### config.mk
export PLATFORM = sky130hd
export DESIGN_NAME = motoro3_pwm_gen_flat
export DESIGN_NICKNAME = d
export VERILOG_FILES = /design/src/rtl/motoro3_pkg.sv /design/src/rtl/motoro3_pwm_gen_if.sv /design/src/rtl/motoro3_pwm_cnt.sv /design/src/rtl/motoro3_pwm_gen.sv /design/src/flat_wrapper.sv
export SDC_FILE = /design/constraint.sdc
export NUM_CORES = 1
export LEC_CHECK = 0
export BUFFER_PORTS_ARGS = -buffer_cell sky130_fd_sc_hd__buf_2
export CAP_MARGIN = 0
export CORE_ASPECT_RATIO = 1.2
export CORE_MARGIN = 2
export CORE_UTILIZATION = 45
export CTS_CLUSTER_DIAMETER = 150
export DETAILED_ROUTE_END_ITERATION = 16
export PLACE_DENSITY = 0.71
export SYNTH_ARGS = -nofsm -noshare
export SYNTH_HDL_FRONTEND = slang
export SYNTH_SLANG_ARGS = --single-unit
### constraint.sdc
create_clock -name clk -period 12.89 [get_ports clk]
set_clock_uncertainty 0.2 [all_clocks]
set_input_delay 1.289 -clock clk [delete_from_list [all_inputs] [get_ports clk]]
set_output_delay 1.289 -clock clk [all_outputs]
set_load 0.005 [all_outputs]
### src/rtl/motoro3_pkg.sv
// Shared constants, state encoding and helpers for the motoro3 PWM generator.
// Widths match the register file fields that feed this stage.
package motoro3_pkg;

  localparam int STEP_NUM = 6;
  localparam int CNT_W    = 25;
  localparam int PWM_W    = 12;
  localparam int STEP_W   = 4;
  localparam int SPLIT_W  = 2;
  localparam int POS_W    = 16;

  typedef enum logic {
    S_IDLE = 1'b0,
    S_RUN  = 1'b1
  } state_t;

  // Duty never exceeds the period it is applied to.
  function automatic logic [PWM_W-1:0] clamp_duty(input logic [PWM_W-1:0] duty,
                                                  input logic [PWM_W-1:0] per);
    return (duty > per) ? per : duty;
  endfunction

endpackage

### src/rtl/motoro3_pwm_gen_if.sv
// Configuration, calculator feedback and timing outputs of the PWM generator.
// No handshake: inputs are sampled every clk; outputs are valid every clk, strobes are one-cycle pulses.
interface motoro3_pwm_gen_if;
  import motoro3_pkg::*;

  logic                m3r_run;
  logic [CNT_W-1:0]    m3r_stepCNT_speedSET;
  logic [SPLIT_W-1:0]  m3r_stepSplitMax;
  logic [PWM_W-1:0]    m3r_pwmLenWant;
  logic [POS_W-1:0]    pwmLENpos;
  logic [STEP_W-1:0]   lcStep;
  logic [SPLIT_W-1:0]  m3LpwmSplitStep;
  logic                pwmOut;
  logic                stepEndP;
  logic                periodStartP;
  state_t              dbg_state;

  modport master (
    output m3r_run, m3r_stepCNT_speedSET, m3r_stepSplitMax, m3r_pwmLenWant, pwmLENpos,
    input  lcStep, m3LpwmSplitStep, pwmOut, stepEndP, periodStartP, dbg_state
  );

  modport slave (
    input  m3r_run, m3r_stepCNT_speedSET, m3r_stepSplitMax, m3r_pwmLenWant, pwmLENpos,
    output lcStep, m3LpwmSplitStep, pwmOut, stepEndP, periodStartP, dbg_state
  );

endinterface

### src/rtl/motoro3_pwm_cnt.sv
// PWM period counter, period-boundary duty latch and registered comparator.
// Period and duty are sampled only when the counter is at 0, so edges never glitch mid-period.
module motoro3_pwm_cnt
  import motoro3_pkg::*;
(
  input  logic             clk,
  input  logic             rst,
  input  logic             run,
  input  logic [PWM_W-1:0] perIn,
  input  logic [PWM_W-1:0] dutyIn,
  output logic             pwmOut,
  output logic             periodStartP
);

  localparam logic [PWM_W-1:0] PWM_ONE = 1;

  logic [PWM_W-1:0] pwm_cnt_q, pwm_cnt_d;
  logic [PWM_W-1:0] per_l_q, per_l_d;
  logic [PWM_W-1:0] duty_l_q, duty_l_d;
  logic             pwm_out_q, pwm_out_d;
  logic [PWM_W-1:0] per_eff;
  logic [PWM_W-1:0] duty_eff;
  logic             at_start;

  always_comb begin
    at_start     = (pwm_cnt_q == '0);
    per_eff      = at_start ? perIn : per_l_q;
    duty_eff     = at_start ? clamp_duty(dutyIn, perIn) : duty_l_q;
    pwm_cnt_d    = '0;
    per_l_d      = per_l_q;
    duty_l_d     = duty_l_q;
    pwm_out_d    = 1'b0;
    periodStartP = run && at_start;
    if (run) begin
      per_l_d   = per_eff;
      duty_l_d  = duty_eff;
      pwm_out_d = (per_eff != '0) && (pwm_cnt_q < duty_eff);
      // A zero period parks the counter at 0 so the next sample is immediate.
      if ((per_eff != '0) && (pwm_cnt_q != per_eff - PWM_ONE)) begin
        pwm_cnt_d = pwm_cnt_q + PWM_ONE;
      end
    end
  end

  always_ff @(posedge clk) begin
    if (rst) begin
      pwm_cnt_q <= '0;
      per_l_q   <= '0;
      duty_l_q  <= '0;
      pwm_out_q <= 1'b0;
    end else begin
      pwm_cnt_q <= pwm_cnt_d;
      per_l_q   <= per_l_d;
      duty_l_q  <= duty_l_d;
      pwm_out_q <= pwm_out_d;
    end
  end

  assign pwmOut = pwm_out_q;

endmodule

### src/rtl/motoro3_pwm_gen.sv
// Commutation step / split sub-step sequencer with the PWM counter underneath.
// Step and split are registered; the downstream calculator answers combinationally.
module motoro3_pwm_gen
  import motoro3_pkg::*;
(
  input  logic               clk,
  input  logic               rst,
  motoro3_pwm_gen_if.slave   bus
);

  localparam logic [CNT_W-1:0]   CNT_ONE   = 1;
  localparam logic [STEP_W-1:0]  STEP_LAST = STEP_W'(STEP_NUM - 1);
  localparam logic [STEP_W-1:0]  STEP_ONE  = 1;
  localparam logic [SPLIT_W-1:0] SPLIT_ONE = 1;

  state_t              state_q, state_d;
  logic [CNT_W-1:0]    sub_cnt_q, sub_cnt_d;
  logic [CNT_W-1:0]    spd_l_q, spd_l_d;
  logic [SPLIT_W-1:0]  split_q, split_d;
  logic [STEP_W-1:0]   lc_step_q, lc_step_d;
  logic [CNT_W-1:0]    spd_eff;
  logic                running;
  logic                sub_end;
  logic                step_end;
  logic                pos_unused;

  always_comb begin
    running  = (state_q == S_RUN);
    spd_eff  = (sub_cnt_q == '0) ? bus.m3r_stepCNT_speedSET : spd_l_q;
    sub_end  = running && (spd_eff != '0) && (sub_cnt_q == spd_eff - CNT_ONE);
    // >= so a split max lowered below the current split ends the step cleanly.
    step_end = sub_end && (split_q >= bus.m3r_stepSplitMax);

    state_d   = state_q;
    sub_cnt_d = '0;
    split_d   = '0;
    lc_step_d = lc_step_q;
    spd_l_d   = spd_l_q;

    case (state_q)
      S_IDLE: begin
        if (bus.m3r_run) state_d = S_RUN;
      end
      S_RUN: begin
        spd_l_d   = spd_eff;
        sub_cnt_d = sub_cnt_q;
        split_d   = split_q;
        if (spd_eff != '0) begin
          if (sub_end) begin
            sub_cnt_d = '0;
            if (step_end) begin
              split_d   = '0;
              lc_step_d = (lc_step_q == STEP_LAST) ? '0 : lc_step_q + STEP_ONE;
            end else begin
              split_d = split_q + SPLIT_ONE;
            end
          end else begin
            sub_cnt_d = sub_cnt_q + CNT_ONE;
          end
        end
        if (!bus.m3r_run) begin
          state_d   = S_IDLE;
          sub_cnt_d = '0;
          split_d   = '0;
        end
      end
      default: state_d = S_IDLE;
    endcase
  end

  always_ff @(posedge clk) begin
    if (rst) begin
      state_q   <= S_IDLE;
      sub_cnt_q <= '0;
      spd_l_q   <= '0;
      split_q   <= '0;
      lc_step_q <= '0;
    end else begin
      state_q   <= state_d;
      sub_cnt_q <= sub_cnt_d;
      spd_l_q   <= spd_l_d;
      split_q   <= split_d;
      lc_step_q <= lc_step_d;
    end
  end

  motoro3_pwm_cnt u_pwm_cnt (
    .clk          (clk),
    .rst          (rst),
    .run          (running),
    .perIn        (bus.m3r_pwmLenWant),
    .dutyIn       (bus.pwmLENpos[PWM_W-1:0]),
    .pwmOut       (bus.pwmOut),
    .periodStartP (bus.periodStartP)
  );

  assign pos_unused          = ^bus.pwmLENpos[POS_W-1:PWM_W];
  assign bus.lcStep          = lc_step_q;
  assign bus.m3LpwmSplitStep = split_q;
  assign bus.stepEndP        = step_end;
  assign bus.dbg_state       = state_q;

endmodule

### src/flat_wrapper.sv
// flat-port wrapper written by rule: the top's interface ports become plain ports
module motoro3_pwm_gen_flat import motoro3_pkg::*;
  (clk, rst, bus_m3r_run, bus_m3r_stepCNT_speedSET, bus_m3r_stepSplitMax, bus_m3r_pwmLenWant, bus_pwmLENpos, bus_lcStep, bus_m3LpwmSplitStep, bus_pwmOut, bus_stepEndP, bus_periodStartP, bus_dbg_state);
  motoro3_pwm_gen_if bus_i ();
  input  logic clk;
  input  logic rst;
  input wire logic [$bits(bus_i.m3r_run)-1:0] bus_m3r_run;
  input wire logic [$bits(bus_i.m3r_stepCNT_speedSET)-1:0] bus_m3r_stepCNT_speedSET;
  input wire logic [$bits(bus_i.m3r_stepSplitMax)-1:0] bus_m3r_stepSplitMax;
  input wire logic [$bits(bus_i.m3r_pwmLenWant)-1:0] bus_m3r_pwmLenWant;
  input wire logic [$bits(bus_i.pwmLENpos)-1:0] bus_pwmLENpos;
  output wire logic [$bits(bus_i.lcStep)-1:0] bus_lcStep;
  output wire logic [$bits(bus_i.m3LpwmSplitStep)-1:0] bus_m3LpwmSplitStep;
  output wire logic [$bits(bus_i.pwmOut)-1:0] bus_pwmOut;
  output wire logic [$bits(bus_i.stepEndP)-1:0] bus_stepEndP;
  output wire logic [$bits(bus_i.periodStartP)-1:0] bus_periodStartP;
  output wire logic [$bits(bus_i.dbg_state)-1:0] bus_dbg_state;
  assign bus_i.m3r_run = bus_m3r_run;
  assign bus_i.m3r_stepCNT_speedSET = bus_m3r_stepCNT_speedSET;
  assign bus_i.m3r_stepSplitMax = bus_m3r_stepSplitMax;
  assign bus_i.m3r_pwmLenWant = bus_m3r_pwmLenWant;
  assign bus_i.pwmLENpos = bus_pwmLENpos;
  assign bus_lcStep = bus_i.lcStep;
  assign bus_m3LpwmSplitStep = bus_i.m3LpwmSplitStep;
  assign bus_pwmOut = bus_i.pwmOut;
  assign bus_stepEndP = bus_i.stepEndP;
  assign bus_periodStartP = bus_i.periodStartP;
  assign bus_dbg_state = bus_i.dbg_state;
  motoro3_pwm_gen u_core (.clk(clk), .rst(rst), .bus(bus_i));
endmodule
==> summary.md, run 1 <==
| Metric | Value |
|---|---|
| R2R depth | `18` |
| Clock buffer count from CTS | `9` |
| Hold_buf cts | `0` |
| Clk_lat worst skew | `0.36 ns` |
| Max-cap viol count | `0` |
| Worst Hold Class | `flip-flop to flip-flop` |
| Total Die Area | `16300 um^2` |
| Synthesized flop and latch total | `94` |
| Worst Tran Pin Value | `around 1 ns` |
| Largest net degree at the start of global routing | `between 50 and 60` |
| Vias in the first global route | `6171` |
| # port buffers | `63` |
| Final Cycle Share | `a little under three fifths` |
| Hold Crit Depth | `2` |
| CTS resizes | `0` |
| Io pins | `68` |
| Initial Util | `a little under half` |
| Area grow syn2layout | `10.1%` |
| WP data arrival | `between 5 and 6 ns` |
| Total Routing Usage GR | `23.4%` |
| Max Fclk | `141 MHz` |
| Crit path from | `u_core.sub_cnt_q[0]$_SDFFE_PP0N_` |
| Relative slew slack | `31.8%` |
| Drt total wl | `about 19000 um` |
| Final core occ | `50.6%` |
| Bufs on Longest Clock Path | `2` |
| Async SR Flop Fraction | `0%` |
| Crit path launch type | `flip-flop` |
| Pwr per Cell Area | `92.7 nW/um^2` |
| Final Max Slew Viols | `0` |
| Core Rows | `49` |
| Data required, critical path | `11.40 ns` |
| Post-route antenna net violation count | `0` |
| First-pass GRT wire length | `between 30000 and 40000 um` |
| Die extent in y | `roughly 140 um` |
| Drt wl/cell | `16.3 um` |
| Pwr Total | `about 0.70 mW` |
| CTS root buf | `clkbuf_16` |
| H-tree levels | `3` |
| Post-Syn Area per Cell | `7.56 um^2` |
| Total gr overflow | `0` |
| Worst Setup End Kind | `primary output` |
| RD Place Congestion | `around 0.93` |
| Critical hold path startpoint | `u_core.u_pwm_cnt.per_l_q[10]$_SDFFE_PP0P_` |
| CTS sink count | `94` |
| Final hold vios | `0` |
| Placeable Area | `about 15000 um^2` |
| Main synth FF type | `dfxtp_1` |
| DRC viols | `0` |
| EDFF count, synth | `0` |
| Via/cell ratio | `approximately 5.7` |
| Worst r2r src | `u_core.sub_cnt_q[0]$_SDFFE_PP0N_` |
| Seq/Total Area, Yosys | `27.4%` |
| Synthesized area | `between 6000 and 7000 um^2` |
| Worst vdd ir | `between 0.00005 and 0.00006 V` |
| Initial DRC Count | `approximately 300` |
| Syn Nets | `999` |
| Antenna violations before repair | `1` |
| Lkg Pwr | `2.91 nW` |
| Die Span X | `between 100 and 150 um` |
| First-pass DRT Iterations | `5` |
| Final TNS setup | `0 ns` |
| Post-Syn Instances | `between 900 and 1000` |
| Fraction of layout cells with a size suffix above 1 | `11.3%` |
| Routed vias | `roughly 6500` |
| Clock Pin Slew Worst Setup and Hold Paths | `0.07 ns` |
| Nets@finish | `1034` |
| Final Setup Violations | `0` |
| RSZ-0062 raised after global routing | `false` |
| Setup Crit Path Kind | `flip-flop to primary output` |
| Crit Path Max Fanout | `22` |
| Postcts setup bufs | `0` |
| Yosys warning count | `0` |
| Placed wire-length estimate | `around 14000 um` |
| Run status | `completed` |
| CTS tree | `built` |
| Yosys cell types | `72` |
| Minimum clock period | `7.10 ns` |
## layout make-up
type	instances	area (um^2)
clock buffer	11	253
timing repair buffer	68	353
multi-input combinational	739	4670
clock inverter	5	33.8
antenna	2	5.00
sequential	94	1880
tap	204	255
inverter	32	120
fill	1538	7390
## layer usage
metal  track usage, %  part of all wire [%]  wire (um)
met4             9.60                   3.5        657
met3             4.09                   4.5        852
met5                0                     0          0
met2             40.6                    50       9390
met1             28.2                    42       7890
## through the flow
stage | hold WS [ns] | cells | instance area, um^2 | worst slack, ns
floorplan | 0.237 | 909 | 6880 | 6.98
global placement | 0.249 | 1137 | 7280 | 6.28
detailed placement | 0.256 | 1137 | 7280 | 6.30
CTS | 0.266 | 1153 | 7560 | 5.83
global route | 0.293 | 1153 | 7560 | 5.42
finish | 0.262 | 1155 | 7570 | 5.79
## synthesized netlist by cell type (all sizes together) (10+ instances only)
cell type  count  share of area (%)
nand4         16                1.7
clkbuf        25                1.4
a21oi         80                5.8
and3          10               0.91
a211oi        23                2.5
nor4          18                2.2
mux2i         27                3.9
o21ai         26                1.9
nor2b         12                1.1
nor3          36                2.8
nand2b        21                1.9
inv           32                1.7
dfxtp         94                 27
nand3         39                2.8
or3           10               0.91
nand2         99                5.4
xnor2         51                6.5
nor2         116                6.4
o211ai        11                1.2
buf           19                1.6
ha            32                5.8
xor2          28                3.6
## cell usage in the layout, fill, tap and decap left out, types with 31 or more instances in the layout
master and n:
dfxtp_1 94, buf_2 63, a21oi_1 80, nand2_1 98, xnor2_1 51, ha_1 32, nand3_1 39, inv_1 31
nor3_1 35, nor2_1 115
## worst max-delay path: stages, from the launching register on
cell and delay, ns:
dfxtp_1 0.36, inv_1 0.08, ha_1 0.17, nor4b_2 0.37, nand4_4 0.35, nor2_2 0.19
buf_4 0.33, mux2i_1 0.44, ha_1 0.27, inv_1 0.08, or4_1 0.60, a2111oi_2 0.41
a31o_2 0.19, and4_1 0.19, nor3b_1 0.06, or4_1 0.55, nand4b_4 0.31, nor2_1 0.15
buf_2 0.12
## path summary, 6_finish.rpt
path                                                             endpoint  slack, ns
worst min-delay path            u_core.u_pwm_cnt.per_l_q[10]$_SDFFE_PP0P_       0.26
worst max register to register          u_core.sub_cnt_q[24]$_SDFFE_PP0N_       6.58
worst max-delay path                                         bus_stepEndP       5.79
worst min register to register  u_core.u_pwm_cnt.per_l_q[10]$_SDFFE_PP0P_       0.26
## flip-flops by register name, summed over array words and instances, names as in the netlist
register / cells
u_core.bus.dbg_state: 1
u_core.bus.lcStep: 4
u_core.bus.m3LpwmSplitStep: 2
u_core.spd_l_q: 25
u_core.sub_cnt_q: 25
u_core.u_pwm_cnt.duty_l_q: 12
u_core.u_pwm_cnt.per_l_q: 12
u_core.u_pwm_cnt.pwmOut: 1
u_core.u_pwm_cnt.pwm_cnt_q: 12
## cell families (layout without fill, tap and decap cells)
kind of cell | count (synthesis) | count (layout) | share of synthesized area (%)
xor+xnor | 79 | 79 | 10.1
fa+ha+maj | 32 | 32 | 5.82
buf+inv | 76 | 116 | 4.73
simple gates | 414 | 414 | 30.8
flops | 94 | 94 | 27.4
mux | 28 | 28 | 4.09
compound gates | 186 | 186 | 17.1
other cells | 0 | 2 | 0
## where the power goes
| group | internal, mW | leakage (nW) | switching [mW] | total, mW |
|---|---|---|---|---|
| Clock | 0.141 | 0.138 | 0.120 | 0.261 |
| Sequential | 0.299 | 0.764 | 0.00924 | 0.309 |
| Combinational | 0.0525 | 2.01 | 0.0796 | 0.132 |
Power figures use the tool's default switching activity.
==> run 2: changes to the inputs <==
- clock period: 12.89 -> 7.1 ns (I/O delays scaled with it)
==> run 2 against run 1 <==
Effect of this change: via count grew 1.4%; final cell count is the same; sequential share of layout area shrank 0.12 points; setup slack lost 5.0 ns; first-iteration DRC count grew 53%; non-clock buffer count is the same; combinational power grew 82%; count of clock-buffer cells in the layout shrank 1; hold slack lost 0.00095 ns; register-to-register slack lost 5.5 ns; routed wire length shrank 0.12%.
==> summary.md, run 2 (same netlist as run 1, synthesis figures left out) <==
| Metric | Value |
|---|---|
| Post-Place Worst Slack | `1.14 ns (-5.15 ns)` |
| RSZ-0062 raised after global routing | `false` |
| Crit Path Max Fanout | `19 (-14%)` |
| Bufs on Longest Clock Path | `2 (unchanged)` |
| CTS sink count | `94 (unchanged)` |
| Relative slew slack | `26.6% (-5.1 points)` |
| CTS root buf | `clkbuf_16` |
| Clock buffer count from CTS | `9 (unchanged)` |
| Placed wire-length estimate | `13900 um (+0.44%)` |
| Run status | `completed` |
| Worst vdd ir | `0.0000997 V (+94%)` |
| WP data arrival | `5.37 ns (-0.24 ns)` |
| CTS tree | `built` |
| Die extent in y | `139 um (unchanged)` |
| First-pass GRT wire length | `30900 um (+1.4%)` |
| Pwr per Cell Area | `176 nW/um^2 (+90%)` |
| Max Fclk | `159 MHz` |
| Die Span X | `117 um (unchanged)` |
| Lkg Pwr | `2.93 nW (+0.63%)` |
| Drt total wl | `18800 um (-0.12%)` |
| Drt wl/cell | `16.3 um (-0.12%)` |
| Worst r2r src | `u_core.sub_cnt_q[0]$_SDFFE_PP0N_` |
| Io pins | `68 (unchanged)` |
| Flop-to-flop setup slack | `1.06 ns (-5.52 ns)` |
| # port buffers | `63 (unchanged)` |
| Worst Setup End Kind | `primary output` |
| Fraction of layout cells with a size suffix above 1 | `11.3% (unchanged)` |
| Clk_lat worst skew | `0.36 ns (about the same)` |
| Routed vias | `6633 (+1.4%)` |
| Crit path from | `u_core.sub_cnt_q[0]$_SDFFE_PP0N_` |
| Final Setup Violations | `0 (unchanged)` |
| Final hold vios | `0 (unchanged)` |
| Nets@finish | `1034 (unchanged)` |
| DRC viols | `0 (unchanged)` |
| Final Cycle Share | `88.4%` |
| Crit path cell chain | `inv_1 > ha_1 > nor4b_2 > nand4_4 > nor2_2 > mux2i_1 > ha_1 > inv_1 > or4_1 > a2111oi_2 > a31o_2 > and4_1 > nor3b_1 > or4_1 > nand4b_4 > nor2_1 > buf_2` |
| FF-to-FF End | `u_core.sub_cnt_q[11]$_SDFFE_PP0N_` |
| Crit path to | `bus_stepEndP` |
| R2R depth | `17 (-1)` |
| Total gr overflow | `0 (unchanged)` |
| Core Rows | `49 (unchanged)` |
| Commonest non-fill, non-tap cell in the layout | `nor2_1` |
| Clock Pin Slew Worst Setup and Hold Paths | `0.07 ns (about the same)` |
| Vias in the first global route | `6308 (+2.2%)` |
| Data required, critical path | `6.19 ns (-5.21 ns)` |
| Postcts setup bufs | `0 (unchanged)` |
| Area grow syn2layout | `10.6%` |
| Placeable Area | `15000 um^2 (unchanged)` |
| Post-route antenna net violation count | `0 (unchanged)` |
| Most frequent cells in the layout | `nor2_1, nand2_1, dfxtp_1, a21oi_1, buf_2` |
| Max-cap viol count | `0 (unchanged)` |
| Setup Crit Path Kind | `flip-flop to primary output` |
| H-tree levels | `3 (unchanged)` |
| RD Place Congestion | `0.932 (+0.26%)` |
| Via/cell ratio | `5.74 (+1.4%)` |
| Crit-path max cell delay | `0.61 ns (about the same)` |
| Fillers | `1506 (-2.1%)` |
| Total Routing Usage GR | `23.8% (+0.32 points)` |
| Hold_buf cts | `0 (unchanged)` |
| Final WS setup | `0.824 ns (-4.97 ns)` |
| Initial Util | `46.0% (unchanged)` |
| First-pass DRT Iterations | `5 (unchanged)` |
| Initial DRC Count | `463 (+53%)` |
| Total Die Area | `16300 um^2 (unchanged)` |
| Worst Tran Pin Value | `1.10 ns (+0.0798 ns)` |
| Largest net degree at the start of global routing | `56 (unchanged)` |
| Final Max Slew Viols | `0 (unchanged)` |
| Minimum clock period | `6.28 ns` |
| CTS resizes | `0 (unchanged)` |
| Largest registers | `u_core.spd_l_q (25), u_core.sub_cnt_q (25)` |
| Crit path max-delay cell type | `or4_1` |
| Crit path launch type | `flip-flop` |
| Worst Hold Class | `flip-flop to flip-flop` |
| Antenna violations before repair | `2 (+1)` |
| Final TNS setup | `0 ns (unchanged)` |
## run 2: cell types whose count changed in the layout (fill, tap and decap cells not counted), sizes merged
cell / change
bufinv: +2
clkbuf: -1
clkinv: -1
## run 2: worst min path at each step
stage                                                    startpoint                                         to  slack (ns)  depth (start not counted)
final                     u_core.u_pwm_cnt.per_l_q[11]$_SDFFE_PP0P_  u_core.u_pwm_cnt.per_l_q[11]$_SDFFE_PP0P_        0.26                          2
after CTS                 u_core.u_pwm_cnt.per_l_q[10]$_SDFFE_PP0P_  u_core.u_pwm_cnt.per_l_q[10]$_SDFFE_PP0P_        0.26                          2
after detailed placement  u_core.u_pwm_cnt.per_l_q[10]$_SDFFE_PP0P_  u_core.u_pwm_cnt.per_l_q[10]$_SDFFE_PP0P_        0.25                          2
after global placement    u_core.u_pwm_cnt.per_l_q[11]$_SDFFE_PP0P_  u_core.u_pwm_cnt.per_l_q[11]$_SDFFE_PP0P_        0.24                          2
after global routing      u_core.u_pwm_cnt.per_l_q[11]$_SDFFE_PP0P_  u_core.u_pwm_cnt.per_l_q[11]$_SDFFE_PP0P_        0.29                          2
after floorplan           u_core.u_pwm_cnt.per_l_q[10]$_SDFFE_PP0P_  u_core.u_pwm_cnt.per_l_q[10]$_SDFFE_PP0P_        0.24                          2
## run 2: per-stage QoR
step | instances | instance area, um^2 | utilization, % | total power [mW] | hold slack, ns
2_1_floorplan | 909 | 6880 | - | 0.736 | 0.237
3_3_place_gp | 1137 | 7280 | 48.7 | 0.806 | 0.244
3_5_place_dp | 1137 | 7280 | 48.7 | 0.809 | 0.252
4_1_cts | 1153 | 7600 | 50.8 | 1.35 | 0.262
5_1_grt | 1154 | 7600 | 50.8 | 1.39 | 0.286
6_report | 1155 | 7610 | 50.9 | 1.34 | 0.261
## run 2: worst max-delay path: cells and delay by family, from the launching register on
kind	cells	cell delay (ns)
AO/OA/AOI/OAI	2	0.59
AND/OR/NAND/NOR	9	2.87
multiplexers	1	0.46
buffers and inverters	3	0.27
adder cells (fa/ha/maj)	2	0.44
flip-flops	1	0.35
## run 2: where the power goes
part	leakage, nW	internal [mW]	switching [mW]
Clock	0.154	0.317	0.221
Sequential	0.764	0.544	0.0167
Combinational	2.01	0.0954	0.145
## run 2: cell type report
type	count	area (um^2)	area share [%]
Antenna cell	2	5.00	0.0658
Clock buffer	10	239	3.14
Clock inverter	6	85.1	1.12
Inverter	32	120	1.58
Multi-Input combinational cell	739	4670	61.4
Sequential cell	94	1880	24.7
Tap cell	204	255	3.36
Timing Repair Buffer	68	353	4.64
## run 2: per-layer routing
metal  wire length (um)  part of all wire [%]  GRT usage [%]
met5                  0                     0              0
met1               7710                    41           27.6
met2               9510                    51           41.7
met3               1010                   5.4           4.88
met4                545                   2.9           10.1
==> run 3: changes to the inputs <==
- clock period: 7.1 -> 7.5 ns (I/O delays scaled with it)
==> run 3 against run 2 <==
Effect of this change: first-iteration DRC count decreased by 14%; setup slack better by 0.46 ns; critical path depth stayed put; count of clock-buffer cells in the layout down 1; critical endpoint unchanged; largest power group is now clock.
==> summary.md, run 3 (same netlist as run 1, synthesis figures left out) <==
| Metric | Value |
|---|---|
| Vias in the first global route | `6183 (-2.0%)` |
| Placed wire-length estimate | `13800 um (-0.60%)` |
| Antenna violations before repair | `2 (unchanged)` |
| Commonest non-fill, non-tap cell in the layout | `nor2_1` |
| Via/cell ratio | `5.66 (-1.4%)` |
| Placeable Area | `15000 um^2 (unchanged)` |
| Minimum clock period | `approximately 6.2 ns` |
| Placed cell count | `1137 (unchanged)` |
| Die extent in y | `139 um (unchanged)` |
| Final Max Slew Viols | `0 (unchanged)` |
| First-pass DRT Iterations | `5 (unchanged)` |
| Clk_lat worst skew | `0.36 ns (about the same)` |
| Fillers | `1524 (+1.2%)` |
| Final Setup Violations | `0 (unchanged)` |
| Routed vias | `6538 (-1.4%)` |
| Fin cells | `1155 (unchanged)` |
| # port buffers | `63 (unchanged)` |
| Relative slew slack | `22.8% (-3.9 points)` |
| Worst Tran Pin Value | `1.16 ns (+0.0581 ns)` |
| Max Fclk | `161 MHz` |
| Lkg Pwr | `2.95 nW (+0.74%)` |
| Final Cycle Share | `between 80% and 90%` |
| Total Routing Usage GR | `23.6% (-0.16 points)` |
| Clock buffer count from CTS | `9 (unchanged)` |
| Post-Place Worst Slack | `1.60 ns (+0.452 ns)` |
| Final hold vios | `0 (unchanged)` |
| Most frequent cells in the layout | `nor2_1, nand2_1, dfxtp_1, a21oi_1, buf_2` |
| Final TNS setup | `0 ns (unchanged)` |
| Die Span X | `117 um (unchanged)` |
| Area grow syn2layout | `11.3%` |
| Final core occ | `51.2% (+0.31 points)` |
| Hold_buf cts | `0 (unchanged)` |
| Io pins | `68 (unchanged)` |
| DRC viols | `0 (unchanged)` |
| Crit path launch type | `flip-flop` |
| Worst vdd ir | `0.000109 V (+9.2%)` |
| Drt wl/cell | `16.3 um (+0.35%)` |
| CTS root buf | `clkbuf_16` |
| Fraction of layout cells with a size suffix above 1 | `11.3% (unchanged)` |
| Final WS setup | `1.29 ns (+0.462 ns)` |
| H-tree levels | `3 (unchanged)` |
| Data required, critical path | `6.55 ns (+0.36 ns)` |
| Worst Setup End Kind | `primary output` |
| Clock Pin Slew Worst Setup and Hold Paths | `0.07 ns (about the same)` |
| Postcts setup bufs | `0 (unchanged)` |
| Setup Crit Path Kind | `flip-flop to primary output` |
| Largest net degree at the start of global routing | `56 (unchanged)` |
| Initial DRC Count | `397 (-14%)` |
| Crit Path Max Fanout | `19 (unchanged)` |
| Largest registers | `u_core.spd_l_q (25), u_core.sub_cnt_q (25)` |
| Max-cap viol count | `0 (unchanged)` |
| Bufs on Longest Clock Path | `2 (unchanged)` |
| WP data arrival | `5.26 ns (-0.11 ns)` |
| Nets@finish | `1034 (unchanged)` |
| Total Die Area | `16300 um^2 (unchanged)` |
| RSZ-0062 raised after global routing | `false` |
| Post-route antenna net violation count | `0 (unchanged)` |
| Total gr overflow | `0 (unchanged)` |
| Initial Util | `46.0% (unchanged)` |
| Run status | `completed` |
| CTS resizes | `0 (unchanged)` |
| CTS tree | `built` |
| First-pass GRT wire length | `30500 um (-1.4%)` |
| Core Rows | `49 (unchanged)` |
| Pwr per Cell Area | `174 nW/um^2 (-0.88%)` |
| Drt total wl | `18800 um (+0.35%)` |
| Pwr Total | `1.33 mW (-0.28%)` |
| CTS sink count | `94 (unchanged)` |
| Worst Hold Class | `flip-flop to flip-flop` |
| RD Place Congestion | `0.938 (+0.56%)` |
[run 3: cell types whose count changed in the layout (fill, tap and decap cells not counted)]
cell,delta
bufinv_16,+2
inv_6,+1
clkinvlp_4,-1
clkinv_4,+1
clkbuf_8,-1
clkinv_2,-2
[run 3: layout make-up]
type	count	area [um^2]	area share, %
flip-flops and latches	94	1880	24.6
inverters	32	120	1.57
multi-input cells	739	4670	61.0
clock inverters	7	145	1.90
clock buffers	9	225	2.94
well taps	204	255	3.33
diodes	2	5.00	0.0654
repair buffers	68	353	4.61
[run 3: power by group]
group	internal [mW]	switching [mW]	leakage, nW
logic	0.0903	0.137	2.01
clock network	0.361	0.215	0.176
registers	0.514	0.0158	0.764
total	0.966	0.368	2.95
[run 3: final timing paths]
check	start	end	slack, ns	cells after the start
min	u_core.u_pwm_cnt.per_l_q[11]$_SDFFE_PP0P_	u_core.u_pwm_cnt.per_l_q[11]$_SDFFE_PP0P_	0.26	2
max reg2reg	u_core.sub_cnt_q[0]$_SDFFE_PP0N_	u_core.sub_cnt_q[16]$_SDFFE_PP0N_	1.54	17
max	u_core.sub_cnt_q[0]$_SDFFE_PP0N_	bus_stepEndP	1.29	17
min reg2reg	u_core.u_pwm_cnt.per_l_q[11]$_SDFFE_PP0P_	u_core.u_pwm_cnt.per_l_q[11]$_SDFFE_PP0P_	0.26	2
[run 3: stage by stage]
stage          hold slack (ns)  area, um^2
2_1_floorplan            0.237        6880
3_3_place_gp             0.245        7280
3_5_place_dp             0.251        7280
4_1_cts                  0.261        7650
5_1_grt                  0.279        7650
6_report                 0.261        7650
[run 3: metal layers]
| metal | global-route usage (%) | vias to the layer above | wire length, um |
|---|---|---|---|
| met2 | 40.9 | 184 | 9460 |
| met4 | 10.9 | 0 | 620 |
| li1 | - | 3308 | - |
| met3 | 3.79 | 45 | 958 |
| met5 | 0 | - | 0 |
| met1 | 28.0 | 3001 | 7800 |
[run 3: critical path: stages, from the launching register on]
cell,delay [ns]
dfxtp_1,0.36
inv_1,0.07
ha_1,0.15
nor4b_2,0.36
nand4_4,0.35
nor2_2,0.31
mux2i_1,0.41
ha_1,0.27
inv_1,0.07
or4_1,0.59
a2111oi_2,0.39
a31o_2,0.19
and4_1,0.19
nor3b_1,0.06
or4_1,0.54
nand4b_4,0.31
nor2_1,0.15
buf_2,0.12
